==> src/rtl/uart_rx_deframer.sv <==
// 8N1 UART receive deframer: 16x oversampling, start-bit validation, 3-sample
// majority vote per bit, one-entry valid/ready holding register with error pulses.
module uart_rx_deframer #(
  parameter int unsigned CLK_FREQ   = 100000000,
  parameter int unsigned BAUD_RATE  = 9600,
  parameter int unsigned OVERSAMPLE = 16,
  parameter int unsigned RX_INVERT  = 0
) (
  input  logic       USER_CLK,
  input  logic       CPU_RESET,
  input  logic       FPGA_SERIAL_RX,
  output logic [7:0] rx_data,
  output logic       rx_valid,
  input  logic       rx_ready,
  output logic       frame_err,
  output logic       overrun,
  output logic       busy
);

  localparam int unsigned    DIV      = CLK_FREQ / (BAUD_RATE * OVERSAMPLE);
  localparam int unsigned    CW       = (DIV > 1) ? $clog2(DIV) : 1;
  localparam logic [CW-1:0]  DIV_M1   = CW'(DIV - 1);
  localparam logic           INV      = (RX_INVERT != 0);
  localparam logic           IDLE_RAW = ~INV;

  typedef enum logic [1:0] {S_IDLE, S_START, S_DATA, S_STOP} state_e;

  state_e          state_q, state_d;
  logic [1:0]      sync_q, sync_d;
  logic [CW-1:0]   tick_cnt_q, tick_cnt_d;
  logic [3:0]      s_q, s_d;
  logic [1:0]      smp_q, smp_d;
  logic [3:0]      bit_cnt_q, bit_cnt_d;
  logic [7:0]      shift_q, shift_d;
  logic [7:0]      rx_data_q, rx_data_d;
  logic            rx_valid_q, rx_valid_d;
  logic            frame_err_q, frame_err_d;
  logic            overrun_q, overrun_d;

  logic rx_line;
  logic tick;
  logic decide;
  logic vote;
  logic complete;
  logic bad_stop;

  assign rx_line = sync_q[1] ^ INV;
  assign tick    = (tick_cnt_q == DIV_M1);
  assign decide  = tick && (s_q == 4'd9);
  // smp_q[1] holds the s=7 sample, smp_q[0] the s=8 sample; the live line is s=9
  assign vote    = (smp_q[1] & smp_q[0]) | (smp_q[1] & rx_line) | (smp_q[0] & rx_line);

  always_comb begin
    sync_d      = {sync_q[0], FPGA_SERIAL_RX};
    state_d     = state_q;
    tick_cnt_d  = tick ? '0 : tick_cnt_q + CW'(1);
    s_d         = tick ? s_q + 4'd1 : s_q;
    smp_d       = smp_q;
    bit_cnt_d   = bit_cnt_q;
    shift_d     = shift_q;
    rx_data_d   = rx_data_q;
    rx_valid_d  = rx_valid_q;
    overrun_d   = 1'b0;
    complete    = 1'b0;
    bad_stop    = 1'b0;

    if (tick && (s_q == 4'd7)) smp_d[1] = rx_line;
    if (tick && (s_q == 4'd8)) smp_d[0] = rx_line;

    case (state_q)
      S_IDLE: begin
        if (!rx_line) begin
          state_d    = S_START;
          tick_cnt_d = '0;
          s_d        = '0;
        end
      end
      S_START: begin
        if (decide) begin
          if (!vote) begin
            state_d   = S_DATA;
            bit_cnt_d = '0;
          end else begin
            state_d = S_IDLE;
          end
        end
      end
      S_DATA: begin
        // DATA is entered mid start bit; bit_cnt counts decisions taken, so the
        // start bit's own s=15 wrap is ignored and STOP follows bit 7's window.
        if (decide) begin
          shift_d   = {vote, shift_q[7:1]};
          bit_cnt_d = bit_cnt_q + 4'd1;
        end
        if (tick && (s_q == 4'd15) && (bit_cnt_q == 4'd8)) state_d = S_STOP;
      end
      S_STOP: begin
        if (decide) begin
          state_d = S_IDLE;
          if (vote) complete = 1'b1;
          else      bad_stop = 1'b1;
        end
      end
      default: state_d = S_IDLE;
    endcase

    if (complete) begin
      if (!rx_valid_q || rx_ready) begin
        rx_data_d  = shift_q;
        rx_valid_d = 1'b1;
      end else begin
        overrun_d = 1'b1;
      end
    end else if (rx_valid_q && rx_ready) begin
      rx_valid_d = 1'b0;
    end

    frame_err_d = bad_stop;
  end

  always_ff @(posedge USER_CLK or negedge CPU_RESET) begin
    if (!CPU_RESET) begin
      sync_q      <= {2{IDLE_RAW}};
      state_q     <= S_IDLE;
      tick_cnt_q  <= '0;
      s_q         <= '0;
      smp_q       <= '0;
      bit_cnt_q   <= '0;
      shift_q     <= '0;
      rx_data_q   <= '0;
      rx_valid_q  <= 1'b0;
      frame_err_q <= 1'b0;
      overrun_q   <= 1'b0;
    end else begin
      sync_q      <= sync_d;
      state_q     <= state_d;
      tick_cnt_q  <= tick_cnt_d;
      s_q         <= s_d;
      smp_q       <= smp_d;
      bit_cnt_q   <= bit_cnt_d;
      shift_q     <= shift_d;
      rx_data_q   <= rx_data_d;
      rx_valid_q  <= rx_valid_d;
      frame_err_q <= frame_err_d;
      overrun_q   <= overrun_d;
    end
  end

  assign rx_data   = rx_data_q;
  assign rx_valid  = rx_valid_q;
  assign frame_err = frame_err_q;
  assign overrun   = overrun_q;
  assign busy      = (state_q != S_IDLE);

endmodule

==> config.mk <==
export PLATFORM = sky130hd
export DESIGN_NAME = uart_rx_deframer
export DESIGN_NICKNAME = d
export VERILOG_FILES = /design/src/rtl/uart_rx_deframer.sv
export SDC_FILE = /design/constraint.sdc
export NUM_CORES = 1
export LEC_CHECK = 0
export CORE_AREA = 3 3 57 70
export CTS_CLUSTER_SIZE = 30
export DETAILED_ROUTE_END_ITERATION = 6
export DIE_AREA = 0 0 60 73
export GPL_ROUTABILITY_DRIVEN = 0
export PLACE_DENSITY = 0.82
export SLEW_MARGIN = 20
export SYNTH_ARGS = -nofsm -noshare
export SYNTH_HDL_FRONTEND = slang
export SYNTH_SLANG_ARGS = --single-unit
export TNS_END_PERCENT = 10
==> constraint.sdc <==
create_clock -name USER_CLK -period 6.6 [get_ports USER_CLK]
set_input_delay 1.32 -clock USER_CLK [delete_from_list [all_inputs] [get_ports USER_CLK]]
set_output_delay 1.32 -clock USER_CLK [all_outputs]
set_load 0.01 [all_outputs]
==> key figures <==
Status
  • Status: completed

Power
  • Cell Pwr Density: 205.3 mW/mm^2
  • Clk network pwr share: 0.437
  • Flop pwr share: 0.550
  • Switching share of total power: 0.2114
  • Worst VDD drop: 0.2180 mV
  • Switching pwr: 101.7 uW
  • Internal power: 379.6 uW
  • Static leakage: 0.001087 uW
  • Combinational power share: 0.013

Yosys
  • Post-synth cell types: 35
  • Synthesized instance count: 175
  • Ys flop type: dfrtp_1
  • Cell accounting for the most synthesized area: dfrtp_1
  • Syn_nets: 186
  • Seq/Total Area, Yosys: 0.5193
  • Fraction of registers with async set/reset: 1.000
  • Post-synthesis sequential element count: 43
  • Top cell type's share of synthesized area: 0.4940
  • Ranking of synthesized cells by area: dfrtp_1, mux2_2, mux2_4
  • Ys Warns: 0
  • Post-synth EDFFs: 0
  • Mean Syn Cell Area: 11.87 um^2
  • Cell Area, Synth: 0.002077 mm^2

Worst setup path
  • CP max FO: 17
  • Worst path slowest cell: dfrtp_1
  • CP required: 5.28 ns
  • CP Capture Type: output pin
  • R2r startpoint: tick_cnt_q[4]
  • Max incr delay on CP: 0.61 ns
  • Crit start category: flip-flop
  • Worst-path cell chain: or2_2 > clkdlybuf4s50_1
  • Crit path DAT: 1.80 ns
  • Worst setup path startpoint: state_q[0]
  • WS Path Type: reg2out

Clock network
  • CTS tree: done
  • Clk Latency, worst-skew pair: 0.30 ns
  • H-tree depth: 2
  • Gates resized, CTS repair: 0
  • Hold_buf cts: 0
  • Root Driver: clkbuf_8
  • CTS Buf Count: 5
  • Buffer depth of the longest clock path: 2
  • Setup Buffers After CTS: 0
  • Worst-path clk slew: 0.09 ns
  • Clock sink count: 43

Cells and area
  • Cell area after layout: 0.002345 mm^2
  • Most frequent cells in the layout: dfrtp_1, nor2_1, clkdlybuf4s50_1
  • Area grow syn2layout: 12.89%
  • N_diodes: 0
  • Fin cells: 230
  • Layout Nets: 203
  • Most common cell after layout, fill and taps aside: dfrtp_1
  • Ratio of cells with drive above 1 in the final layout: 0.1865

Floorplan
  • FP Rows: 23
  • Die Footprint: 0.004380 mm^2
  • Die Height: 73 um
  • Die width: 60 um
  • Starting Density: 0.6222
  • Core Box Area: 0.003338 mm^2
  • Num ports: 16

Timing
  • Worst Max-Slew Pin Slew: 0.9137 ns
  • Final Cycle Share: 0.4724
  • Highest clock rate: 320.7 MHz
  • Unrepaired setup endpoints after global routing: no
  • Minimum clock period after layout: 3.118 ns
  • Clk_skew: 0.01089 ns
  • Max Slew Vio Count: 0
  • Rel. slew slack: 0.3909
  • Setup-failing EPs final: 0
  • Fin Hold WS: 0.3601 ns
  • Final Hold Vio Count: 0
  • Post-route setup TNS: 0 ns

Placement
  • Placed cell area: 0.002230 mm^2
  • HPWL after detailed placement: 2624 um
  • Cell count after placement: 222
  • Buffers on Ports: 15

Route
  • Routed WL: 3640 um
  • DR pass1 iterations: 4
  • Final ANT Viol Nets: 0
  • Vias per cell: 5.830
  • Drt initial violations: 24
  • Via count: 1341
  • DRC: 0
  • DR WL/cell: 15.83 um

Global route
  • Gr busiest metal: met2
  • Vias in the first global route: 1396
  • GR Layer Usage met2: 0.3594
  • Met3 Usage GRT: 0.06195
  • M1 GR Usage: 0.2079
  • Largest net degree at the start of global routing: 44
  • Global-route wire length before repair: 6341 um
  • Antenna violations before repair: 0
  • Grt ovf: 0
  • Total GRT Usage: 0.1970

Hold path
  • Worst Hold Launch: sync_q[0]
  • Hold Path Class: reg2reg

Run
  • Max-Cap Viols: 0
## kinds of logic (layout without fill, tap and decap cells)
logic type,after synthesis,count (layout),synth area share
compound gates,5,5,0.01626
xor+xnor,12,12,0.05060
fa+ha+maj,8,8,0.04699
buf+inv,11,29,0.02951
flops,43,43,0.5193
mux,22,22,0.1319
simple gates,74,74,0.2054
## registers in the layout (all words and copies together), names as in the netlist, named ones only
register and count:
s_q 4, tick_cnt_q 10, rx_data 8, frame_err 1, state_q 1, shift_q 8, rx_valid 1, smp_q 2
bit_cnt_q 4, sync_q 2, overrun 1
## critical path: cells and delay by family, from the launching register on
family	cells	cell delay (ns)
buf+inv	1	0.48
simple gates	1	0.40
flops	1	0.61
## worst paths after layout
| path | slack, ns | to | cells past startpoint |
|---|---|---|---|
| setup / recovery | 3.48 | busy | 2 |
| min in group asynchronous | 1.14 | rx_data[7] | 1 |
| max in group asynchronous | 4.88 | tick_cnt_q[5] | 1 |
| hold reg to reg | 0.36 | sync_q[1] | 0 |
| hold / removal | 0.36 | sync_q[1] | 0 |
| setup reg to reg | 4.24 | rx_data[7] | 4 |
## layer usage
metal  up-vias  wire length, um
li1        639                -
met1       678             1448
met2        19             2017
met3         5              119
met4         0               55
met5         -                0
## final cells by class
type | count | area, um^2
clock buffer | 5 | 68.82
clock inverter | 3 | 46.29
fill | 257 | 993.5
inverter | 6 | 22.52
multi-input combinational | 121 | 937.1
sequential | 43 | 1079
tap | 37 | 46.29
timing repair buffer | 15 | 145.1
## metrics by stage
stage / setup WS, ns / total power (uW) / utilization
final: 3.482 / 481.4 / 0.7024
after global routing: 3.409 / 495.6 / 0.7024
after CTS: 3.480 / 483.9 / 0.7024
after detailed placement: 3.781 / 276.7 / 0.6679
after global placement: 3.819 / 276.4 / 0.6679
after floorplan: 4.319 / 270.1 / -
## Yosys cell counts (4+ instances only)
| cell | n |
|---|---|
| dfrtp_1 | 41 |
| ha_1 | 7 |
| inv_1 | 6 |
| mux2_2 | 11 |
| mux2_4 | 8 |
| nand2_1 | 10 |
| nand3_1 | 7 |
| nand4_1 | 6 |
| nor2_1 | 22 |
| nor3_1 | 6 |
| nor4_1 | 4 |
| xnor2_1 | 10 |
## power by group through the flow
stage / Sequential, uW / Clock (uW) / Combinational (uW)
after global routing: 265 / 223 / 7.34
after global placement: 270 / 0 / 6.49
final: 265 / 210 / 6.30
after floorplan: 270 / 0 / 0.159
after detailed placement: 270 / 0 / 6.69
after CTS: 265 / 212 / 6.75
Note: power is estimated with default switching activity, not from simulation.
